==> config.mk <==
export PLATFORM = sky130hd
export DESIGN_NAME = cp0_exc_ctrl
export DESIGN_NICKNAME = d
export VERILOG_FILES = /design/src/rtl/cp0_exc_ctrl.sv
export SDC_FILE = /design/constraint.sdc
export NUM_CORES = 1
export LEC_CHECK = 0
export CAP_MARGIN = 20
export CORE_MARGIN = 2
export CORE_UTILIZATION = 44
export CTS_BUF_LIST = sky130_fd_sc_hd__clkbuf_4 sky130_fd_sc_hd__clkbuf_8
export DETAILED_ROUTE_END_ITERATION = 12
export PLACE_DENSITY = 0.86
export SLEW_MARGIN = 30
export SYNTH_ARGS = -nofsm -noshare
export SYNTH_HDL_FRONTEND = slang
export SYNTH_SLANG_ARGS = --single-unit
==> constraint.sdc <==
create_clock -name clk -period 2.7 [get_ports clk]
set_input_delay 0.27 -clock clk [delete_from_list [all_inputs] [get_ports clk]]
set_output_delay 0.27 -clock clk [all_outputs]
set_load 0.01 [all_outputs]
==> src/rtl/cp0_exc_ctrl.sv <==
// cp0_exc_ctrl: CP0 exception/interrupt controller with SR, Cause, EPC and PRId
module cp0_exc_ctrl #(
    parameter logic [31:0] PRID       = 32'h1805_0001,
    parameter logic [31:0] HANDLER_PC = 32'h0000_4180
) (
    input  logic        clk,
    input  logic        reset,
    input  logic [4:0]  A,
    input  logic [31:0] DIn,
    input  logic        WE,
    input  logic [31:0] PC_M,
    input  logic        BD_M,
    input  logic        Exc_M,
    input  logic [4:0]  ExcCode_M,
    input  logic [5:0]  HWInt,
    input  logic        EXLClr,
    output logic        IntReq,
    output logic [31:0] EPC,
    output logic [31:0] HandlerPC,
    output logic [31:0] DOut
);
    logic [5:0]  im, ip;
    logic        exl, ie, bd;
    logic [4:0]  exc_code;
    logic [31:0] epc, sr, cause;
    logic        int_pend, exc_pend;

    assign int_pend  = |(HWInt & im) & ie & ~exl;
    assign exc_pend  = Exc_M & ~exl;
    assign IntReq    = (int_pend | exc_pend) & ~reset;
    assign EPC       = epc;
    assign HandlerPC = HANDLER_PC;
    assign sr        = {16'b0, im, 8'b0, exl, ie};
    assign cause     = {bd, 15'b0, ip, 3'b0, exc_code, 2'b0};

    always_comb
        DOut = A == 5'd12 ? sr :
               A == 5'd13 ? cause :
               A == 5'd14 ? epc :
               A == 5'd15 ? PRID : 32'b0;

    always_ff @(posedge clk) begin
        if (reset) begin
            im       <= '0;
            ip       <= '0;
            exl      <= 1'b0;
            ie       <= 1'b0;
            bd       <= 1'b0;
            exc_code <= '0;
            epc      <= '0;
        end else begin
            ip <= HWInt;
            if (IntReq) begin
                exl      <= 1'b1;
                exc_code <= int_pend ? 5'd0 : ExcCode_M;
                bd       <= BD_M;
                epc      <= BD_M ? PC_M - 32'd4 : PC_M;
            end else begin
                if (WE && A == 5'd12) begin
                    im  <= DIn[15:10];
                    ie  <= DIn[0];
                    exl <= DIn[1] & ~EXLClr;
                end else if (EXLClr)
                    exl <= 1'b0;
                if (WE && A == 5'd14)
                    epc <= DIn;
            end
        end
    end
endmodule

==> After elaboration in Yosys (flattened, before gate mapping) <==
Cells that the tools add are included.
Widths: inputs -> output; s select.
{ "op_classes": {"reduce_logical": 6, "muxes": 11, "n_addsub": 1, "n_bitwise": 11, "eq_ne": 4} }
{ "op_table": {"columns": ["cell", "n"], "rows": [
  ["$mux 32", 6],
  ["$sub 32x3->32 const B", 1],
  ["$mux 29", 1],
  ["$eq 5x4->1 const B", 4],
  ["$and 6x6->6", 1],
  ["$reduce_or 6->1", 1],
  ["$and 1x1->1", 5],
  ["$mux 5", 1],
  ["$not 1->1", 4],
  ["$mux 1", 3],
  ["$reduce_bool 3->1", 1],
  ["$logic_and 1x1->1", 2],
  ["$reduce_and 2->1", 1],
  ["$reduce_bool 2->1", 1],
  ["$or 1x1->1", 1]
]} }
{ "word_totals": {"elab_cells": 40, "register_bits": 52, "output_inout_bits": 97} }

==> Logic depth before layout (Yosys ltp) <==
Gate-level depths: netlist of the first run.
{ "depth": {"ltp_word": 8, "mapped_depth": 8, "mapped_depth_nobuf": 7} }

==> Worst setup path before layout of the first run <==
OpenSTA, ideal clock, no wires.
{ "synth_path": {"path_kind": "input port to flip-flop", "startpoint": "input port reset", "endpoint": "register epc[6], in the netlist EPC[6]", "path_slack_ns": 0.930, "path_buffers": 3, "setup_ns": 0.147, "t_required_ns": 2.553, "t_arrival_ns": 1.623, "stages": 7, "cell_sequence": "clkbuf_1 -> or2_1 -> or3_1 -> buf_2 -> inv_2 -> clkbuf_1 -> a311oi_1"} }
{ "synth_via": {"elab_chain_len": 3, "word_cells_on_any_way": 4, "classes_between": "mux: 1; bitwise: 2; reduce/logical: 1"} }
{ "synth_lines": {"columns": ["item", "line_no", "source"], "rows": [
  ["start: declaration", "7", "input logic reset,"],
  ["$not 1->1 *", "30", "assign IntReq = (int_pend | exc_pend) & ~reset;"],
  ["$and 1x1->1 *", "30", null],
  ["net IntReq", "17", "output logic IntReq,"],
  ["$mux 32 or $reduce_bool 2->1 (tied branches)", null, null],
  ["end signal: assignment", "57", "epc <= BD_M ? PC_M - 32'd4 : PC_M;"],
  ["end signal: assignment", "66", "epc <= DIn;"],
  ["end: declaration", "25", "logic [31:0] epc, sr, cause;"]
]} }
Mark *: on every way through the listed nets, which the timed path passes. The rest lies on a longest branch.
A chain may end at the register's enable or synchronous reset.

==> Worst setup path after layout of the first run <==
{ "layout_path": {"startpoint": "input port A[4]", "endpoint": "output port DOut[8]"} }
{ "layout_via": {"elab_chain_len": 4, "word_cells_on_any_way": 6, "classes_between": "eq/ne: 3; mux: 3"} }
{ "layout_lines": {"columns": ["item", "line_no", "source"], "rows": [
  ["start: declaration", "8", "input logic [4:0] A,"],
  ["$eq 5x4->1", "39", "A == 5'd14 ? epc :"],
  ["$mux 32", "39", null],
  ["$mux 32", "38", "A == 5'd13 ? cause :"],
  ["$mux 32 *", "37", "DOut = A == 5'd12 ? sr :"],
  ["end: declaration", "20", "output logic [31:0] DOut"]
]} }
Every way passes the cells marked *; elsewhere a longest branch is shown, timed or not.

==> impl_metrics.yaml, run 1 <==
layout:
  drive_gt1_share_pct: 6.619
  syn2layout_area_growth_pct: 47.04
  final_nets: 645
  fin_cells: 658
  final_cell_mix: "clkdlybuf4s50_1 (149), nand2_1 (58), dfxtp_1 (52), nor2_1 (45), conb_1 (32)"
  layout_commonest_cell: "clkdlybuf4s50_1"
  antenna_cells: 0
  fill_cells: 603
sta:
  finalMaxSlewViolations: 0
  tightest_slew_ns: 0.6968
  fin_skew_ns: 0.01196
  max_freq_mhz: 395.2
  rsz0062_at_grt: "false"
  finalSetupTns_ns: 0
  slew-limit-headroom_pct: 53.55
  fin_crit_sh_pct: 93.71
  finalCriticalPeriod_ns: 2.530
  setup_viol: 0
  finalHoldViolCount: 0
global_route:
  antenna_found_initial: 0
  grt_overflow: 0
  grt_pass1_vias: 3334
  grt_max_degree: 52
  grt_pass1_wl_mm: 16.50
  track_usage_pct: 24.10
routing:
  wl_mm: 10.47
  ant_nets: 0
  wl_per_cell_um: 15.91
  drc: 0
  drtPass1Iterations: 5
  avgViaCountPerCell: 5.310
  vias: 3494
  drt_iter0_markers: 160
critical_path:
  worstPathArrival_ns: 2.26
  r2r_end: "EPC[11]"
  required_ns: 2.43
  cp-end-kind: "primary output"
  criticalPathCategory: "primary input to primary output"
  r2r.worst_path.cells: 7
  crit_fanout: 12
  worst-r2r-setup-slack_ns: 0.73
  crit_path_start_kind: "primary input"
  timing.rr.start: "im[3]"
pwr:
  combPwrFrac_pct: 24.5
  p_clk_share_pct: 27.2
  ir_worst_vdd_mv: 0.1947
  switching_share_pct: 28.58
  power_switching_uw: 494.9
  powerDensity_nw_per_um2: 350.8
  total_leakage_power_nw: 1.795
  seqPwrFrac_pct: 48.3
  p_int_mw: 1.237
hold_path:
  min_from: "bd"
  holdPathEnd: "bd"
  hold_depth: 2
  worstHoldPathType: "flop to flop"
clock_tree:
  cts_tree: "done"
  cts_buffer_depth: 2
  insertion_delay_ns: 0.31
  ctsHoldBuffers: 0
  cts-root-buf: "clkbuf_8"
  cts_setup_buffers: 0
  clock_sinks: 52
  htreeDepth: 2
  path_clk_slew_ns: 0.10
  cts_resized: 0
  numCtsBuffers: 5
outcome:
  status: "finished, final reports clean"
placement:
  routabilityCongestion: 0.8390
  portBuffers: 150
  dp_hpwl_mm: 7.937
  dp.cells: 650
die:
  row_count: 31
  die_w_um: 91.35
  die_y_um: 91.35
  die-area_um2: 8344
  core_area_um2: 7331
  start_util_pct: 45.79
  io_pins: 183
logic_synthesis:
  synth_cells: 420
  ys_seq_elements: 52
  yosysWarnings: 0
  synth-main-ff-cell: "dfxtp_1"
  async_reset_ff_share_pct: 0
  syn_avg_cell_area_um2: 7.993
  synth-seq-area-share_pct: 31.01
  synth_cell_types: 53
  synth-edff-count: 0
  netlist_area_um2: 3357
run:
  max-cap-violations: 0
[cell usage after synthesis (2+ instances only)]
library cell / number / area, um^2
a311oi_1: 10 / 87.58
o31ai_1: 4 / 30.03
xnor2_1: 15 / 131.4
conb_1: 2 / 7.510
nor3_2: 2 / 20.02
nor3_1: 4 / 20.02
or3_1: 3 / 18.77
nand3b_1: 3 / 22.52
nand3_1: 5 / 25.02
mux2i_1: 10 / 100.1
nand4_1: 3 / 18.77
a221oi_2: 2 / 30.03
inv_1: 10 / 37.54
buf_4: 32 / 240.2
clkbuf_1: 22 / 82.58
nor4_1: 7 / 43.79
buf_2: 7 / 35.03
nor3b_2: 3 / 37.54
and2_1: 15 / 93.84
nand4b_1: 3 / 26.28
a22o_1: 10 / 87.58
dfxtp_1: 52 / 1041
a221oi_1: 8 / 70.07
nand2_1: 58 / 217.7
nor2b_1: 8 / 50.05
xor2_1: 10 / 87.58
and3_1: 4 / 25.02
a222oi_1: 6 / 60.06
a211oi_1: 3 / 22.52
nor2_1: 46 / 172.7
a22oi_1: 5 / 37.54
a31o_1: 6 / 52.55
a21oi_1: 20 / 100.1
o22ai_1: 2 / 12.51
nand2b_1: 2 / 12.51
[worst max-delay path: stages]
cell	delay [ns]
clkdlybuf4s50_1	0.42
nand4b_1	0.22
nor2_2	0.39
buf_4	0.27
and2_1	0.15
clkdlybuf4s50_1	0.54
[through the flow]
stage	instance area [um^2]	setup slack, ns	utilization [%]	hold WS (ns)	total power [mW]
final	4936	0.1699	67.33	0.4863	1.731
after global routing	4936	0.08369	67.33	0.5248	1.799
after CTS	4936	0.1522	67.33	0.4929	1.737
after detailed placement	4843	0.1545	66.07	0.4752	1.274
after global placement	4843	0.1925	66.07	0.4751	1.266
after floorplan	3470	0.9303	-	0.3727	1.056
[kinds of logic after synthesis]
logic type	after synthesis	synth area share [%]
xor gates and xnor gates	25	6.523
and+or+nand+nor	177	28.25
other	2	0.2237
DFF	52	31.01
muxes	10	2.982
adders and majority gates	1	0.3727
buffers and inverters	72	11.89
AOI/OAI and AO/OA	81	18.75
[routing by layer]
metal  global-route usage, %  part of all wire (%)  up-vias
met1                   30.21                    42     1649
met3                   3.734                   6.5        6
met5                       0                     0        -
li1                        -                     -     1694
met4                   5.934                  0.61        0
met2                   43.15                    51      145
[registers in the layout, summed over array words and instances (netlist names)]
name and count:
ip 6, im 6, EPC 32, exl 1, ie 1, bd 1
exc_code 5
[worst max-delay path by stage]
stage | startpoint | endpoint | slack, ns | cells after the start
2_1_floorplan | reset | EPC[6] | 0.93 | 7
3_3_place_gp | A[4] | DOut[25] | 0.19 | 6
3_5_place_dp | A[4] | DOut[8] | 0.15 | 6
4_1_cts | A[4] | DOut[8] | 0.15 | 6
5_1_grt | A[4] | DOut[20] | 0.08 | 6
6_report | A[4] | DOut[8] | 0.17 | 6
[layout make-up]
type,count,area [um^2],area share [%]
timing repair buffer,162,1599,32.40
inverter,11,41.29,0.8365
clock buffer,6,76.32,1.546
clock inverter,2,16.27,0.3295
tap,99,123.9,2.510
multi-input combinational,326,2038,41.29
sequential,52,1041,21.09
[power groups by stage]
stage | Clock, mW | Sequential, mW | Combinational, mW
after floorplan | 0 | 0.858 | 0.197
after global placement | 0 | 0.851 | 0.415
after detailed placement | 0 | 0.853 | 0.421
after CTS | 0.478 | 0.836 | 0.424
after global routing | 0.502 | 0.841 | 0.456
final | 0.470 | 0.836 | 0.425
Power figures use the tool's default switching activity.
==> run 2, diff against run 1 <==
--- a/config.mk
+++ b/config.mk
@@ -10,7 +10,7 @@
 export CORE_UTILIZATION = 44
 export CTS_BUF_LIST = sky130_fd_sc_hd__clkbuf_4 sky130_fd_sc_hd__clkbuf_8
 export DETAILED_ROUTE_END_ITERATION = 12
-export PLACE_DENSITY = 0.86
+export PLACE_DENSITY = 0.89
 export SLEW_MARGIN = 30
 export SYNTH_ARGS = -nofsm -noshare
 export SYNTH_HDL_FRONTEND = slang
==> impl_metrics.yaml, run 2 (synthesis gave the netlist of run 1 again) <==
outcome:
  status: "finished, final reports clean"
die:
  row_count: 31
  die-area_um2: 8344
  die_y_um: 91.35
  die_w_um: 91.35
  core_area_um2: 7331
  start_util_pct: 45.79
  io_pins: 183
layout:
  final_cell_mix: "clkdlybuf4s50_1 (149), nand2_1 (58), dfxtp_1 (52), nor2_1 (45), conb_1 (32)"
  layout_commonest_cell: "clkdlybuf4s50_1"
  multiInputGateArea_um2: 2044
  final_nets: 643
  syn2layout_area_growth_pct: 47.71
  largest_reg_flops: 32
  fill_cells: 607
  drive_gt1_share_pct: 6.463
  fin_util_pct: 67.64
  seqCellArea_um2: 1041
  antenna_cells: 0
global_route:
  grtUsageMet2_pct: 47.22
  antenna_found_initial: 0
  grt_pass1_wl_mm: 17.31
  grt_pass1_vias: 3517
  grt_util_met1_pct: 30.63
  grt_max_degree: 52
  grt.met3_usage_pct: 4.896
  grt_overflow: 0
  track_usage_pct: 25.41
  grt_busiest_layer: "met2"
routing:
  avgViaCountPerCell: 5.294
  wl_mm: 10.60
  wl_per_cell_um: 16.16
  drc: 0
  drtPass1Iterations: 4
  drt_iter0_markers: 168
  ant_nets: 0
  vias: 3473
critical_path:
  required_ns: 2.43
  cpMostUsedCell: "clkdlybuf4s50_1"
  crit_path_top_delay_cell: "clkdlybuf4s50_1"
  worst_path_largest_cell_delay_ns: 0.58
  crit_path_start_kind: "primary input"
  criticalPathCategory: "primary input to primary output"
  cp-end-kind: "primary output"
  crit_fanout: 10
  path_cells: "clkdlybuf4s50_1 > nor4bb_2 > nor2b_1 > buf_4 > nand2_1 > o21ai_0 > clkdlybuf4s50_1"
  worstPathArrival_ns: 2.19
sta:
  rsz0062_at_grt: "false"
  tightest_slew_ns: 0.6544
  finalSetupTns_ns: 0
  holdWs_ns: 0.4938
  fin_skew_ns: 0.01229
  finalMaxSlewViolations: 0
  setup_viol: 0
  fin_crit_sh_pct: 90.99
  slew-limit-headroom_pct: 56.37
  finalHoldViolCount: 0
  finalCriticalPeriod_ns: 2.457
  max_freq_mhz: 407.0
placement:
  routabilityCongestion: 0.8664
  portBuffers: 150
  dp_hpwl_mm: 8.161
clock_tree:
  numCtsBuffers: 5
  clock_sinks: 52
  cts_tree: "done"
  htreeDepth: 2
  cts_buffer_depth: 2
  insertion_delay_ns: 0.31
  cts-root-buf: "clkbuf_8"
  path_clk_slew_ns: 0.10
  ctsHoldBuffers: 0
run:
  max-cap-violations: 0
pwr:
  power_switching_uw: 483.3
  combPwrFrac_pct: 23.6
  p_int_mw: 1.315
  ir_worst_vdd_mv: 0.2156
  seqPwrFrac_pct: 46.5
  p_clk_share_pct: 29.9
  powerDensity_nw_per_um2: 362.6
  total_leakage_power_nw: 1.798
  switching_share_pct: 26.88
hold_path:
  worstHoldPathType: "flop to flop"
==> run 2: repair_timing <==
action / in CTS / in global routing
buffers inserted: 0 / 0
resized for setup: 0 / 1
endpoints found under the setup margin: 0 / 1
==> run 2: worst paths after layout <==
kind	start	end	slack, ns	cells after the start
setup / recovery	A[3]	DOut[0]	0.24	7
hold / removal	bd	bd	0.49	2
setup reg to reg	im[2]	EPC[12]	0.70	6
hold reg to reg	bd	bd	0.49	2
==> run 2: stage by stage <==
| stage | std cells | area [um^2] | total power, mW | setup slack (ns) |
|---|---|---|---|---|
| after floorplan | 450 | 3470 | 1.056 | 0.9303 |
| after global placement | 648 | 4841 | 1.264 | 0.2001 |
| after detailed placement | 648 | 4841 | 1.273 | 0.1741 |
| after CTS | 656 | 4952 | 1.796 | 0.1835 |
| after global routing | 656 | 4959 | 1.869 | 0.08626 |
| final | 656 | 4959 | 1.798 | 0.2433 |
==> run 2: worst max-delay path: cells and delay by family <==
| kind | cells | cell delay, ns |
|---|---|---|
| buffers and inverters | 3 | 1.23 |
| AND/OR/NAND/NOR | 3 | 0.58 |
| AO/OA/AOI/OAI | 1 | 0.10 |
==> run 2: power groups by stage <==
stage / Clock (mW) / Combinational, mW / Sequential (mW)
5_1_grt: 0.570 / 0.458 / 0.841
4_1_cts: 0.538 / 0.423 / 0.835
2_1_floorplan: 0 / 0.197 / 0.858
3_5_place_dp: 0 / 0.421 / 0.853
6_report: 0.537 / 0.425 / 0.836
3_3_place_gp: 0 / 0.412 / 0.852
==> run 2: final cells by class <==
class / count / area share (%)
clock buffer: 5 / 1.388
timing repair buffer: 160 / 32.20
sequential: 52 / 20.99
inverter: 11 / 0.8327
tap: 99 / 2.498
clock inverter: 3 / 0.8579
multi-input combinational: 326 / 41.23
==> run 2: routing by layer <==
layer / part of all wire [%] / routed length, um
met5: 0 / 0
met2: 51 / 5414
met4: 0.99 / 105
met3: 6.8 / 723
met1: 41 / 4358
==> run 3, diff against run 2 <==
--- a/config.mk
+++ b/config.mk
@@ -7,10 +7,10 @@
 export LEC_CHECK = 0
 export CAP_MARGIN = 20
 export CORE_MARGIN = 2
-export CORE_UTILIZATION = 44
+export CORE_UTILIZATION = 37
 export CTS_BUF_LIST = sky130_fd_sc_hd__clkbuf_4 sky130_fd_sc_hd__clkbuf_8
 export DETAILED_ROUTE_END_ITERATION = 12
-export PLACE_DENSITY = 0.89
+export PLACE_DENSITY = 0.8
 export SLEW_MARGIN = 30
 export SYNTH_ARGS = -nofsm -noshare
 export SYNTH_HDL_FRONTEND = slang
==> constraint.sdc (replaced) <==
create_clock -name clk -period 2.1 [get_ports clk]
set_input_delay 0.21 -clock clk [delete_from_list [all_inputs] [get_ports clk]]
set_output_delay 0.21 -clock clk [all_outputs]
set_load 0.01 [all_outputs]
==> impl_metrics.yaml, run 3 (synthesis gave the netlist of run 1 again) <==
sta:
  slew-limit-headroom_pct: 62.42
  fin_skew_ns: 0.005117
  setup_viol: 0
  finalMaxSlewViolations: 0
  tightest_slew_ns: 0.5636
  max_freq_mhz: 486.5
  holdWs_ns: 0.4609
  finalHoldViolCount: 0
  finalCriticalPeriod_ns: 2.055
  fin_ws_ns: 0.04456
  fin_crit_sh_pct: 97.88
clock_tree:
  cts_tree: "done"
  path_clk_slew_ns: 0.10
  htreeDepth: 2
  insertion_delay_ns: 0.30
  cts_buffer_depth: 2
  cts-root-buf: "clkbuf_8"
  numCtsBuffers: 5
  clock_sinks: 52
pwr:
  p_int_mw: 1.851
  p_clk_share_pct: 32.5
  combPwrFrac_pct: 24.2
  powerDensity_nw_per_um2: 459.5
  ir_worst_vdd_mv: 0.3659
  power_switching_uw: 636.3
  switching_share_pct: 25.58
  total_leakage_power_nw: 2.266
  p_total_mw: 2.487
  seqPwrFrac_pct: 43.2
routing:
  drt_iter0_markers: 124
  drtPass1Iterations: 5
  drc: 0
  avgViaCountPerCell: 5.176
  wl_mm: 11.16
  vias: 3706
  ant_nets: 0
  wl_per_cell_um: 15.59
global_route:
  grt_pass1_wl_mm: 17.92
  grt_max_degree: 52
  track_usage_pct: 22.22
  grt_overflow: 0
  antenna_found_initial: 0
  grt_pass1_vias: 3706
outcome:
  status: "finished, final reports clean"
layout:
  syn2layout_area_growth_pct: 61.27
  final_cell_mix: "clkdlybuf4s50_1 (117), nand2_1 (58), buf_4 (55), dfxtp_1 (52), nor2_1 (45)"
  drive_gt1_share_pct: 15.30
  final_nets: 695
  largest_reg_flops: 32
  antenna_cells: 0
  layout_commonest_cell: "clkdlybuf4s50_1"
  fin_util_pct: 61.78
critical_path:
  worstPathArrival_ns: 1.85
  cp-end-kind: "primary output"
  required_ns: 1.89
  crit_fanout: 7
  criticalPathCategory: "primary input to primary output"
  crit_path_start_kind: "primary input"
die:
  die_w_um: 99.25
  io_pins: 183
  core_area_um2: 8763
  die-area_um2: 9851
  start_util_pct: 38.31
  die_y_um: 99.25
  row_count: 34
placement:
  routabilityCongestion: 0.8611
  dpl_worst_slack_ns: -0.1858
  portBuffers: 150
  dp_hpwl_mm: 8.682
run:
  max-cap-violations: 0
hold_path:
  worstHoldPathType: "primary input to flop"
==> run 3: cell count changes in the layout (fill, tap and decap cells not counted), sizes merged <==
cell           delta
clkdlybuf4s50    -32
clkinvlp          -1
dlygate4sd2      +22
clkbuf            +4
clkdlybuf4s15     +1
clkinv            -1
buf              +52
bufinv            +1
dlymetal6s2s      +5
==> run 3: stage by stage <==
| step | std cells | cell area [um^2] | setup TNS (ns) |
|---|---|---|---|
| 2_1_floorplan | 450 | 3470 | 0 |
| 3_3_place_gp | 706 | 5270 | -4.081 |
| 3_5_place_dp | 706 | 5270 | -6.703 |
| 4_1_cts | 715 | 5396 | -0.01921 |
| 5_1_grt | 716 | 5414 | -0.02004 |
| 6_report | 716 | 5414 | 0 |
==> run 3: per-layer routing <==
| layer | wire length, um | GRT usage (%) | vias to the layer above | share of wire, % |
|---|---|---|---|---|
| met5 | 0 | 0 | - | 0 |
| met4 | 160 | 5.479 | 0 | 1.4 |
| met3 | 801 | 5.060 | 16 | 7.2 |
| met2 | 5535 | 39.29 | 139 | 50 |
| met1 | 4664 | 27.33 | 1756 | 42 |
| li1 | - | - | 1795 | - |
==> run 3: area by class of cell <==
cell class	instances	area [um^2]
clock inverter	2	60.06
sequential	52	1041
fill	786	3349
tap	108	135.1
timing repair buffer	212	2006
multi-input combinational	326	2062
clock buffer	5	68.82
inverter	11	41.29
==> run 3: path summary, 6_finish.rpt <==
path                            cells after the start  slack [ns]  endpoint     from
worst min register to register                      2        0.50    EPC[4]   EPC[4]
worst min-delay path                                3        0.46   EPC[30]  DIn[30]
worst max register to register                      7        0.19   EPC[14]    im[3]
worst max-delay path                                8        0.04  DOut[12]     A[3]
==> run 3: critical path: stages <==
cell	delay, ns
clkdlybuf4s50_1	0.43
nor4bb_4	0.18
nor2b_2	0.15
buf_4	0.16
buf_4	0.16
a222oi_1	0.22
inv_1	0.06
dlygate4sd2_1	0.28
==> run 3: power by group through the flow <==
| stage | Clock, mW | Combinational (mW) | Sequential [mW] |
|---|---|---|---|
| final | 0.810 | 0.602 | 1.08 |
| after global routing | 0.864 | 0.651 | 1.08 |
| after CTS | 0.826 | 0.600 | 1.08 |
| after detailed placement | 0 | 0.597 | 1.10 |
| after global placement | 0 | 0.587 | 1.10 |
| after floorplan | 0 | 0.254 | 1.10 |
==> run 3: timing repair <==
action                                  4_1_cts  5_1_grt
pin swaps                                     3        6
endpoints found under the setup margin       29        9
resized for setup                            30       17
setup buffers                                 2        1
hold buffers                                  0        0
